==> config.mk <==
export PLATFORM = sky130hd
export DESIGN_NAME = script_player
export DESIGN_NICKNAME = d
export VERILOG_FILES = /design/src/rtl/script_player.sv
export SDC_FILE = /design/constraint.sdc
export NUM_CORES = 1
export LEC_CHECK = 0
export CAP_MARGIN = 10
export CORE_MARGIN = 2
export CORE_UTILIZATION = 25
export CTS_BUF_LIST = sky130_fd_sc_hd__clkbuf_2
export CTS_CLUSTER_DIAMETER = 100
export DETAILED_ROUTE_END_ITERATION = 12
export SLEW_MARGIN = 15
export SYNTH_ARGS = -nofsm -noshare
export SYNTH_HDL_FRONTEND = slang
export SYNTH_SLANG_ARGS = --single-unit
==> constraint.sdc <==
create_clock -name clk_1s -period 2.2 [get_ports clk_1s]
set_input_delay 0.55 -clock clk_1s [delete_from_list [all_inputs] [get_ports clk_1s]]
set_output_delay 0.55 -clock clk_1s [all_outputs]
set_load 0.05 [all_outputs]
==> src/rtl/script_player.sv <==
// script_player: plays a fixed token script, one token per tick, over a toggle req/ack link.
// Optional SCRIPT_LOOP_EN: restart at idx 0 instead of halting in DONE.
module script_player #(
  parameter int SCRIPT_LEN  = 32,
  parameter int GAP_TICKS   = 0,
  parameter int ACK_TIMEOUT = 4
) (
  input  logic                          clk_1s,
  input  logic                          reset,
  input  logic                          start,
  input  logic                          pause,
  input  logic                          ack_tgl,
  output logic                          req_tgl,
  output logic [5:0]                    tok_data,
  output logic [7:0]                    tok_cmd,
  output logic                          busy,
  output logic                          done,
  output logic                          err,
  output logic [$clog2(SCRIPT_LEN)-1:0] idx
);

  localparam int IW = $clog2(SCRIPT_LEN);
  localparam int GW = (GAP_TICKS > 1) ? $clog2(GAP_TICKS) : 1;
  localparam int TW = (ACK_TIMEOUT > 1) ? $clog2(ACK_TIMEOUT) : 1;
  localparam logic [IW-1:0] IDX_LAST = IW'(SCRIPT_LEN - 1);
  localparam logic [GW-1:0] GAP_LAST = GW'(GAP_TICKS - 1);
  localparam logic [TW-1:0] TMO_LAST = TW'(ACK_TIMEOUT - 1);
  localparam logic [7:0]    C_END    = 8'd61;

`ifdef SCRIPT_LOOP_EN
  localparam bit LOOP = 1'b1;
`else
  localparam bit LOOP = 1'b0;
`endif

  typedef enum logic [2:0] {
    S_IDLE,
    S_LOAD,
    S_WAIT,
    S_GAP,
    S_DONE
  } state_e;

  function automatic logic [7:0] rom(input logic [IW-1:0] i);
    logic [7:0] c;
    case (int'(i))
      0:       c = 8'd53;
      1:       c = 8'd9;
      2:       c = 8'd4;
      3:       c = 8'd59;
      4:       c = 8'd56;
      5:       c = 8'd59;
      6:       c = 8'd58;
      7:       c = 8'd24;
      8:       c = 8'd60;
      9:       c = 8'd24;
      10:      c = 8'd66;
      default: c = C_END;
    endcase
    return c;
  endfunction

  state_e        state_q, state_d;
  logic [IW-1:0] idx_q, idx_d;
  logic          req_q, req_d;
  logic [5:0]    data_q, data_d;
  logic [3:0]    cmd_q, cmd_d;
  logic [TW-1:0] tmo_q, tmo_d;
  logic [GW-1:0] gap_q, gap_d;
  logic          err_q, err_d;
  logic          ack_s1_q, ack_s1_d;
  logic          ack_s2_q, ack_s2_d;

  logic [7:0]    code;
  logic [3:0]    cmd_bits;
  logic          is_end;
  logic          is_glyph;
  logic          is_cmd;
  logic          at_last;
  logic          ack_seen;
  logic [IW-1:0] idx_nx;
  state_e        adv_state;

  always_ff @(posedge clk_1s) begin
    if (reset) begin
      state_q  <= S_IDLE;
      idx_q    <= '0;
      req_q    <= 1'b0;
      data_q   <= '0;
      cmd_q    <= '0;
      tmo_q    <= '0;
      gap_q    <= '0;
      err_q    <= 1'b0;
      ack_s1_q <= 1'b0;
      ack_s2_q <= 1'b0;
    end else begin
      state_q  <= state_d;
      idx_q    <= idx_d;
      req_q    <= req_d;
      data_q   <= data_d;
      cmd_q    <= cmd_d;
      tmo_q    <= tmo_d;
      gap_q    <= gap_d;
      err_q    <= err_d;
      ack_s1_q <= ack_s1_d;
      ack_s2_q <= ack_s2_d;
    end
  end

  // cmd_q holds tok_cmd[4:1] = {breakline, backspace, pg_down, pg_up}
  always_comb begin
    code     = rom(idx_q);
    is_end   = (code == C_END);
    is_glyph = (code >= 8'd1) && (code <= 8'd60);
    is_cmd   = (code >= 8'd65) && (code <= 8'd68);
    cmd_bits = 4'b0000;
    case (code)
      8'd65:   cmd_bits = 4'b0100;
      8'd66:   cmd_bits = 4'b1000;
      8'd67:   cmd_bits = 4'b0001;
      8'd68:   cmd_bits = 4'b0010;
      default: cmd_bits = 4'b0000;
    endcase
    at_last   = (idx_q == IDX_LAST);
    ack_seen  = (ack_s2_q == req_q);
    idx_nx    = at_last ? '0 : idx_q + IW'(1);
    adv_state = (GAP_TICKS > 0) ? S_GAP : S_LOAD;
  end

  always_comb begin
    state_d  = state_q;
    idx_d    = idx_q;
    req_d    = req_q;
    data_d   = data_q;
    cmd_d    = cmd_q;
    tmo_d    = tmo_q;
    gap_d    = gap_q;
    err_d    = err_q;
    ack_s1_d = ack_tgl;
    ack_s2_d = ack_s1_q;
    unique case (state_q)
      S_IDLE, S_DONE: begin
        if (start) begin
          state_d = S_LOAD;
          idx_d   = '0;
          err_d   = 1'b0;
          data_d  = '0;
          cmd_d   = '0;
        end
      end
      S_LOAD: begin
        if (!pause) begin
          unique case (1'b1)
            is_end: begin
              if (LOOP) begin
                idx_d = '0;
              end else begin
                state_d = S_DONE;
                data_d  = '0;
                cmd_d   = '0;
              end
            end
            is_glyph: begin
              data_d  = code[5:0];
              cmd_d   = '0;
              req_d   = ~req_q;
              tmo_d   = '0;
              state_d = S_WAIT;
            end
            is_cmd: begin
              data_d  = '0;
              cmd_d   = cmd_bits;
              req_d   = ~req_q;
              tmo_d   = '0;
              state_d = S_WAIT;
            end
            default: begin
              if (at_last && !LOOP) begin
                state_d = S_DONE;
                data_d  = '0;
                cmd_d   = '0;
              end else begin
                idx_d = idx_nx;
              end
            end
          endcase
        end
      end
      S_WAIT: begin
        if (ack_seen) begin
          cmd_d = '0;
          if (at_last && !LOOP) begin
            state_d = S_DONE;
            data_d  = '0;
          end else begin
            idx_d   = idx_nx;
            gap_d   = '0;
            state_d = adv_state;
          end
        end else if (tmo_q == TMO_LAST) begin
          err_d   = 1'b1;
          state_d = S_DONE;
          data_d  = '0;
          cmd_d   = '0;
        end else begin
          tmo_d = tmo_q + TW'(1);
        end
      end
      S_GAP: begin
        if (!pause) begin
          if (gap_q == GAP_LAST) begin
            state_d = S_LOAD;
          end else begin
            gap_d = gap_q + GW'(1);
          end
        end
      end
      default: state_d = S_IDLE;
    endcase
  end

  always_comb begin
    busy     = (state_q == S_LOAD) ||
               (state_q == S_WAIT) ||
               (state_q == S_GAP);
    done     = (state_q == S_DONE) && !LOOP;
    err      = err_q;
    req_tgl  = req_q;
    tok_data = data_q;
    tok_cmd  = {3'b000, cmd_q, busy};
    idx      = idx_q;
  end

endmodule

==> flow_metrics.tcl <==
set metrics [dict create \
    hp-start "ack_s1_q$_SDFF_PP0_" \
    via_per_inst 4.71 \
    p_sw_w 0.00153 \
    crit_path_end_kind "register" \
    drt-pass1-iter-count 4 \
    drt_iter0_drc 86 \
    fillCellCount 788 \
    maxCapViolCount 0 \
    cts_tree "yes" \
    status "finished, violations left" \
    relSlewSlack_pct 66.5 \
    violations "negative setup slack" \
    die_x_um 92.1 \
    layout-drive-gt1-share_pct 42.4 \
    clkSinkCount 32 \
    hold_buffers 0 \
    finalHoldViolCount 0 \
    yosysMostFrequentCell "dfxtp_1" \
    final_util_pct 38.3 \
    grt.overflow.total 0 \
    holdPathStages 1 \
    setup_viol 6 \
    fin_ws_ps -58.8 \
    num_antenna_cells 0 \
    grt_start_max_net_pins 17 \
    p_clk_share_pct 8.7 \
    p_sw_share_pct 45.6 \
    holdCritPathClass "register to register" \
    internal_power_w 0.00183 \
    rsz0062_at_grt "true" \
    synth_area_leader_cell "dfxtp_1" \
    timing.fmax_ghz 0.443 \
    async_flop_share_pct 0 \
    path_clk_slew_ps 180 \
    postRouteAntennaNets 0 \
    seq_power_share_pct 23.1 \
    yosys_warnings 0 \
    avgSynthCellArea_um2 8.55 \
    clock_skew_ps 8.70 \
    grt_pass1_vias 1825 \
    core_area_um2 7610 \
    clk_path_buf_depth 2 \
    io_pins 28 \
    die-area_um2 8480 \
    drv_slew 0 \
    finalCritPeriodShare_pct 103 \
    arrival_ps 2530 \
    placed_area_um2 2710 \
    yosysTopAreaCellShare_pct 33.0 \
    ys_seq_area_share_pct 33.0 \
    initial_core_util_pct 25.5 \
    power_w 0.00337 \
    powerDensity_nw_per_um2 1150 \
    timing.setup.critical_path_class "register to register" \
    worstPathRequired_ps 2470 \
    leakage_nw 1.16 \
    area_growth_pct 50.3 \
    ir_drop_mv 0.468 \
    seqCellArea_um2 663 \
    combinationalPowerShare_pct 68.2 \
    ys_ff_latch 32 \
    fin_crit_ps 2260 \
    place.gp.congestion 0.762 \
    grt_pass1_wl_um 8200 \
    cts_htree_levels 2 \
    finish.net_count 314 \
    io_buffers 24 \
    globalRouteTotalUtil_pct 11.9 \
    cts_root_buf "clkbuf_2" \
    netlist_top_cells_count "dfxtp_1, nor2_1, a21oi_1" \
    drc 0 \
    setup.worst_path.start_class "register" \
    syn-cell-area_um2 1940 \
    clock_latency_ps 370 \
    grt_antenna_before_repair 0 \
    avgRoutedWirePerCell_um 12.1 \
    syn-instance-count 227 \
    r2r_cells 10 \
    postRouteWirelength_um 4890 \
    core.rowCount 32 \
    cts_buffers 5 \
    die_h_um 92.1 \
    synth_cell_types 61 \
    whs_ps 457 \
    synth-edff-count 0 \
    finalInstanceArea_um2 2920 \
    worstPathMaxFanout 4 \
    multi_input_area_um2 1320 \
    ys_top_cells_by_area "dfxtp_1, ha_1, a21oi_1" \
    place_hpwl_um 3770 \
    worst_pin_slew_ps 501 \
    setup_tns_ps -180 \
    vias 1901 \
    dominantRegCellSynth "dfxtp_1" \
]
## power by group through the flow
stage / Clock [W] / Combinational, W / Sequential (W)
global placement: 0 / 0.00214 / 0.000781
floorplan: 0 / 0.00115 / 0.000948
detailed placement: 0 / 0.00216 / 0.000784
CTS: 0.000302 / 0.00224 / 0.000777
finish: 0.000294 / 0.00230 / 0.000777
global route: 0.000325 / 0.00248 / 0.000793
## critical path, stage by stage, from the launching register on
cell      delay, ps
dfxtp_2         370
and4_4          190
mux2_4          280
o211a_4         260
o211ai_4        240
a32oi_2          80
or2_4           290
inv_4            70
ha_4            200
a21oi_4         110
mux2i_1          80
## cells by family after synthesis
kind of cell | Yosys count | share of synthesized area (%)
AOI/OAI and AO/OA | 59 | 24.0
xor gates and xnor gates | 2 | 0.903
adders and majority gates | 8 | 5.16
buffers and inverters | 33 | 8.19
DFF | 32 | 33.0
muxes | 6 | 3.42
other | 1 | 0.193
and+or+nand+nor | 86 | 25.1
## timing repair
| item | 4_1_cts | 5_1_grt |
|---|---|---|
| setup endpoints to repair | 9 | 11 |
| buffers inserted | 4 | 3 |
| pin swaps | 9 | 11 |
| gates resized for setup | 18 | 16 |
| cloned | 0 | 0 |
## final timing paths
check,end,slack (ps)
setup / recovery,register,-60
hold / removal,ack_s2_q$_SDFF_PP0_,460
setup reg to reg,register,-60
hold reg to reg,ack_s2_q$_SDFF_PP0_,460
## through the flow
stage	std cells	setup slack, ps
after floorplan	229	-12.4
after global placement	389	-360
after detailed placement	389	-427
after CTS	401	-27.8
after global routing	404	-125
final	404	-58.8
## layout by cell type, fill, tap and decap left out, types with 4 or more instances in the layout
cell type        instances
a21oi_1                 14
buf_4                   56
clkbuf_2                 6
clkdlybuf4s50_1         17
dfxtp_1                 20
dfxtp_2                  9
inv_1                   12
inv_2                    4
mux2i_1                  4
nand2_1                 11
nand2b_1                 6
nand3_1                  7
nor2_1                  19
nor2b_1                  6
nor3_1                   6
o21ai_0                  7
o22ai_1                  7
## area by class of cell
| type | instances | area share [%] |
|---|---|---|
| timing repair buffer | 81 | 24.1 |
| tap | 102 | 4.38 |
| multi-input combinational | 164 | 45.1 |
| clock inverter | 2 | 0.386 |
| clock buffer | 6 | 1.03 |
| sequential | 32 | 22.7 |
| inverter | 17 | 2.27 |
## routing by layer
layer	GRT usage, %	vias to the layer above	share of wire [%]
met2	21.3	33	48
li1	-	960	-
met4	3.23	0	1.1
met3	3.04	6	3.8
met1	14.1	902	47
met5	0	-	0
(Power assumes the default switching activity.)
